### config.mk
export PLATFORM = sky130hd
export DESIGN_NAME = encode_out
export DESIGN_NICKNAME = d
export VERILOG_FILES = /design/src/rtl/encode_pkg.sv /design/src/rtl/encode_out_merge.sv /design/src/rtl/encode_out.sv
export SDC_FILE = /design/constraint.sdc
export NUM_CORES = 1
export LEC_CHECK = 0
export CORE_MARGIN = 2
export CORE_UTILIZATION = 40
export CTS_CLUSTER_DIAMETER = 30
export DETAILED_ROUTE_END_ITERATION = 10
export SLEW_MARGIN = 10
export SYNTH_ARGS = -nofsm -noshare
export SYNTH_HDL_FRONTEND = slang
export SYNTH_SLANG_ARGS = --single-unit
### constraint.sdc
create_clock -name clk -period 5.3 [get_ports clk]
set_input_delay 0.795 -clock clk [delete_from_list [all_inputs] [get_ports clk]]
set_output_delay 0.795 -clock clk [all_outputs]
set_load 0.01 [all_outputs]
### src/rtl/encode_pkg.sv
// Shared constants, FSM state encoding and helpers for the LZS output bit packer.
package encode_pkg;

  localparam int IN_WIDTH       = 13;
  localparam int NEED_STR_WIDTH = 4;
  localparam int OUT_WIDTH      = 64;
  localparam int LZF_WIDTH      = 20;

  typedef enum logic [1:0] {
    S_RUN   = 2'd0,
    S_FLUSH = 2'd1,
    S_DONE  = 2'd2
  } state_t;

  // Whole bytes needed to hold `fill` stream bits (fill is at most 63).
  function automatic logic [3:0] bytes_of(input logic [6:0] fill);
    logic [6:0] t;
    t = fill + 7'd7;
    return t[6:3];
  endfunction

endpackage

### src/rtl/encode_out_merge.sv
// Combinational merge of one right-aligned code into the partial word, MSB-first,
// producing the completed word, the left-aligned spill and the new bit count.
module encode_out_merge
  import encode_pkg::*;
(
  input  logic [OUT_WIDTH-1:0]      acc,
  input  logic [6:0]                fill,
  input  logic [IN_WIDTH-1:0]       code,
  input  logic [NEED_STR_WIDTH-1:0] w,
  output logic [OUT_WIDTH-1:0]      merged,
  output logic [OUT_WIDTH-1:0]      spill,
  output logic [6:0]                sum
);

  localparam int WIN = OUT_WIDTH + IN_WIDTH;

  logic [IN_WIDTH-1:0] code_m;
  logic [WIN-1:0]      window;
  logic [6:0]          shamt;

  // NOTE: every output of this block is assigned on every pass, so no latch is inferred.
  always_comb begin
    code_m = code & ~({IN_WIDTH{1'b1}} << w);
    sum    = fill + 7'(w);
    // Place the code directly below the bits already used; overflow lands in the low 13 bits.
    shamt  = 7'(WIN) - sum;
    window = {acc, {IN_WIDTH{1'b0}}} | ({{OUT_WIDTH{1'b0}}, code_m} << shamt);
    merged = window[WIN-1 -: OUT_WIDTH];
    spill  = {window[IN_WIDTH-1:0], {(OUT_WIDTH-IN_WIDTH){1'b0}}};
  end

endmodule

### src/rtl/encode_out.sv
// LZS encode output bit packer: packs 0..13-bit codes MSB-first into 64-bit FIFO words,
// closing the stream on flush with a byte-padded, last-marked word.
module encode_out #(
  parameter int IN_WIDTH       = encode_pkg::IN_WIDTH,
  parameter int NEED_STR_WIDTH = encode_pkg::NEED_STR_WIDTH,
  parameter int OUT_WIDTH      = encode_pkg::OUT_WIDTH,
  parameter int LZF_WIDTH      = encode_pkg::LZF_WIDTH
) (
  input  logic                      clk,
  input  logic                      rst,
  input  logic [IN_WIDTH-1:0]       code_data,
  input  logic [NEED_STR_WIDTH-1:0] code_width,
  input  logic                      code_valid,
  output logic                      code_ack,
  input  logic                      flush,
  output logic                      flush_done,
  input  logic                      fo_full,
  output logic [OUT_WIDTH-1:0]      fo_data,
  output logic                      fo_we,
  output logic                      out_last,
  output logic [3:0]                out_bytes,
  output logic [LZF_WIDTH-1:0]      fo_cnt
);

  import encode_pkg::*;

  state_t               state;
  logic [OUT_WIDTH-1:0] acc;
  logic [6:0]           fill;
  logic [OUT_WIDTH-1:0] merged;
  logic [OUT_WIDTH-1:0] spill;
  logic [6:0]           sum;
  logic                 completes;

  encode_out_merge u_merge (
    .acc    (acc),
    .fill   (fill),
    .code   (code_data),
    .w      (code_width),
    .merged (merged),
    .spill  (spill),
    .sum    (sum)
  );

  assign completes = (sum >= 7'd64);
  // fo_full only matters for the code that would complete a word.
  assign code_ack  = code_valid && (state == S_RUN) && (!completes || !fo_full);

  // NOTE: sequential state uses non-blocking assignments so all registers update together.
  always_ff @(posedge clk) begin
    if (!rst) begin
      state      <= S_RUN;
      acc        <= '0;
      fill       <= '0;
      fo_data    <= '0;
      fo_we      <= 1'b0;
      out_last   <= 1'b0;
      out_bytes  <= '0;
      fo_cnt     <= '0;
      flush_done <= 1'b0;
    end else begin
      fo_we      <= 1'b0;
      flush_done <= 1'b0;
      case (state)
        S_RUN: begin
          if (code_ack) begin
            if (completes) begin
              fo_data   <= merged;
              fo_we     <= 1'b1;
              out_bytes <= 4'd8;
              out_last  <= 1'b0;
              fo_cnt    <= fo_cnt + 1'b1;
              acc       <= spill;
              fill      <= sum - 7'd64;
            end else begin
              acc  <= merged;
              fill <= sum;
            end
          end else if (flush && !code_valid) begin
            state <= S_FLUSH;
          end
        end
        S_FLUSH: begin
          if (!fo_full) begin
            fo_data    <= acc;
            fo_we      <= 1'b1;
            out_bytes  <= bytes_of(fill);
            out_last   <= 1'b1;
            fo_cnt     <= fo_cnt + 1'b1;
            acc        <= '0;
            fill       <= '0;
            flush_done <= 1'b1;
            state      <= S_DONE;
          end
        end
        S_DONE: begin
          if (!flush) state <= S_RUN;
        end
        default: state <= S_RUN;
      endcase
    end
  end

endmodule
==> metrics.md <==
| Metric | Value |
|---|---|
| Slowest CP cell | `clkdlybuf4s50_1` |
| # setup viols final | `0` |
| Outcome | `finished clean` |
| WL final | `25.6 mm` |
| Worst setup SP type | `input port` |
| Port Buf Inserts | `113` |
| CP arrival | `3.88 ns` |
| Dominant synthesized flop cell | `dfxtp_1` |
| Fin Clk Skew | `0.00932 ns` |
| Number of clock sinks | `164` |
| Cell with the most instances after synthesis | `dfxtp_1` |
| Crit path to | `code_ack` |
| Post-CTS Setup Inserts | `0` |
| Crit path time final | `approximately 4.7 ns` |
| Drt first-iter violations | `between 600 and 700` |
| Clk_lat worst skew | `0.42 ns` |
| Syn Inst Count | `1003` |
| 1st-pass router iterations | `5` |
| Met2 wire length | `roughly 12 mm` |
| Initial antenna violation count | `0` |
| Top-area cell type share of the netlist area | `40.1%` |
| Hold Vio Cnt, Final | `0` |
| Worst path required time | `roughly 4.5 ns` |
| Setup crit start | `code_width[0]` |
| Post-DP HPWL | `around 18 mm` |
| Vias in the first global route | `7330` |
| Total Routing Usage GR | `23.4%` |
| Number of flops mapped to enable cells by yosys | `0` |
| Global-route wire length before repair | `about 40 mm` |
| Area of the core | `20200 µm²` |
| Fillers | `1940` |
| RSZ-0062 raised after global routing | `no` |
| Peak VDD IR | `~0.00023 V` |
| Final slew viol count | `0` |
| DR WL met3 | `1.54 mm` |
| Antenna diodes | `0` |
| Post_cts resized | `0` |
| R2R Path Start | `fill[0]$_SDFFE_PN0P_` |
| Slew of the pin with the lowest slew margin | `1.03 ns` |
| Fraction of registers with async set/reset | `0%` |
| CP Depth | `10` |
| Synth warnings | `0` |
| Setup TNS | `0 ns` |
| Gpl congestion | `around 0.94` |
| Max Fanout on Critical Path | `9` |
| Vias | `~8000` |
| Worst Reg-to-Reg Cells | `10` |
| Hold Crit Class | `reg2reg` |
| Io pins | `~110` |
| Max-cap violations | `0` |
| Detail Route Antenna Nets | `0` |
| Setup CP Type | `in2out` |
| Pin count of the biggest net entering global routing | `approximately 110` |
| Top sig layer | `met4` |
| CP bufs+invs | `4` |
| Wl on met1 | `11.9 mm` |
| Worst R2R End | `acc[49]$_SDFFE_PN0P_` |
| Tcrit/Tclk final | `88.3%` |
| Max_slew headroom | `around 30%` |
| R2R setup slack | `1.29 ns` |
| Effective utilization at floorplan | `40.6%` |
| # H-tree levels | `4` |
| # rows | `52` |
| Num CTS Buffers | `17` |
| Top delay family on crit path | `buffers and inverters` |
| Area growth from synthesis to layout | `24.0%` |
| Clk slew on worst S/H paths | `approximately 0.06 ns` |
| CTS root buffer | `clkbuf_16` |
| Die Height | `147 µm` |
| Clk buf depth | `2` |
| Post-Syn Area | `8190 µm²` |
| TritonCTS clock tree | `done` |
| Die extent in x | `147 µm` |
| Remaining global-route overflow | `0` |
| Hold Slack | `about 0.45 ns` |
| Synth Net Count | `1032` |
| P per Cell Area | `353 nW/µm²` |
| Largest area contributor in the netlist | `dfxtp_1` |
| Via-to-Cell Ratio | `between 5 and 6` |
| Post-route DRC violation count | `0` |
| Commonest cells in the netlist | `dfxtp_1, a21oi_1, nor2_1` |
| #FFs+latches synth | `164` |
| Nets | `1124` |
| Post-synthesis sequential area ratio | `between 40% and 50%` |
| DR WL/cell | `roughly 19 µm` |
| Post-Syn Area per Cell | `8.16 µm²` |
| Largest cells by area after synthesis | `dfxtp_1, a21oi_1, o21ai_0` |
| Max Clock Freq | `214 MHz` |
| Layout cells sized above 1 | `7.59%` |
| Setup crit end kind | `output pin` |
| Max incr delay on CP | `0.50 ns` |
| Netlist cell types | `75` |
| Die area | `21600 µm²` |
| Crit-path cells | `clkdlybuf4s50_1 > ha_1 > inv_1 > fa_1 > nand2b_1 > a211oi_2 > xor2_2 > a21o_1 > inv_1 > clkdlybuf4s50_1` |
| Post-CTS Hold Buffers | `0` |
| P_leak | `3.64 nW` |
==> cells by family after synthesis <==
kind of cell	Yosys count	synth area share, %
and+or+nand+nor	312	18.4
muxes	24	3.07
buffers and inverters	88	4.55
adders and majority gates	7	1.16
DFF	164	40.1
AOI/OAI and AO/OA	378	29.2
xor gates and xnor gates	30	3.48
==> layout make-up <==
type | instances | area [µm²] | share of cell area, %
multi-input cells | 751 | 4540 | 44.7
flip-flops and latches | 164 | 3280 | 32.3
repair buffers | 138 | 1330 | 13.1
clock buffers | 20 | 457 | 4.50
well taps | 270 | 338 | 3.33
clock inverters | 10 | 124 | 1.22
inverters | 23 | 86.3 | 0.850
==> metal layers <==
layer	up-vias	GRT usage, %
met4	0	7.69
met1	3681	32.2
met3	44	4.19
li1	3832	-
met2	258	37.1
met5	-	0
==> sequential cells by signal (all words and copies together), names as in the netlist <==
name	count
fo_data	64
state	2
out_bytes	4
out_last	1
acc	64
fo_we	1
flush_done	1
fill	7
fo_cnt	20
==> cell usage in the layout, fill, tap and decap left out, types with 4 or more instances in the layout <==
cell	instances
mux2i_1	15
a21o_1	7
a22o_1	13
a21boi_0	27
nand2b_1	9
o22ai_1	11
dfxtp_1	164
a22oi_1	8
a21oi_2	4
o21ai_1	6
a211oi_1	8
xnor2_1	18
nor2b_1	7
nand4_1	11
a21oi_1	141
inv_1	23
nand3_1	31
ha_1	6
nand2_1	78
nor3_1	18
o22a_1	4
buf_4	24
and3_1	7
and2_1	28
clkbuf_16	17
nor2_1	92
o21ai_0	74
o211ai_1	12
a31oi_1	9
a221oi_1	7
mux2_2	8
nor4_1	6
or3_1	8
clkdlybuf4s50_1	112
o2bb2ai_1	5
xor2_1	9
==> per-stage QoR <==
step                cells  worst slack (ns)  total power (W)  area, µm²  utilization (%)
finish               1376             0.621          0.00359      10200             50.3
global route         1376             0.486          0.00374      10200             50.3
CTS                  1376             0.626          0.00359      10200             50.3
detailed placement   1346             0.478          0.00236       9570             47.5
global placement     1346             0.564          0.00237       9570             47.5
floorplan            1003              1.27          0.00201       8190                -
==> how the worst min path moves through the flow <==
stage / slack, ns / start / cells after the start / to
final: 0.45 / out_last$_SDFFE_PN0P_ / 1 / out_last$_SDFFE_PN0P_
after global routing: 0.47 / out_last$_SDFFE_PN0P_ / 1 / out_last$_SDFFE_PN0P_
after CTS: 0.46 / out_last$_SDFFE_PN0P_ / 1 / out_last$_SDFFE_PN0P_
after detailed placement: 0.45 / out_last$_SDFFE_PN0P_ / 1 / out_last$_SDFFE_PN0P_
after global placement: 0.43 / out_last$_SDFFE_PN0P_ / 1 / out_last$_SDFFE_PN0P_
after floorplan: 0.43 / acc[56]$_SDFFE_PN0P_ / 2 / acc[56]$_SDFFE_PN0P_
==> power breakdown <==
group,internal [W],leakage (nW),total [W],switching [W]
clock,0.000719,0.279,0.00122,0.000505
combinational,0.000350,2.04,0.00105,0.000702
sequential,0.00128,1.33,0.00131,0.0000311
total,0.00235,3.64,0.00359,0.00124
Power figures use the tool's default switching activity.
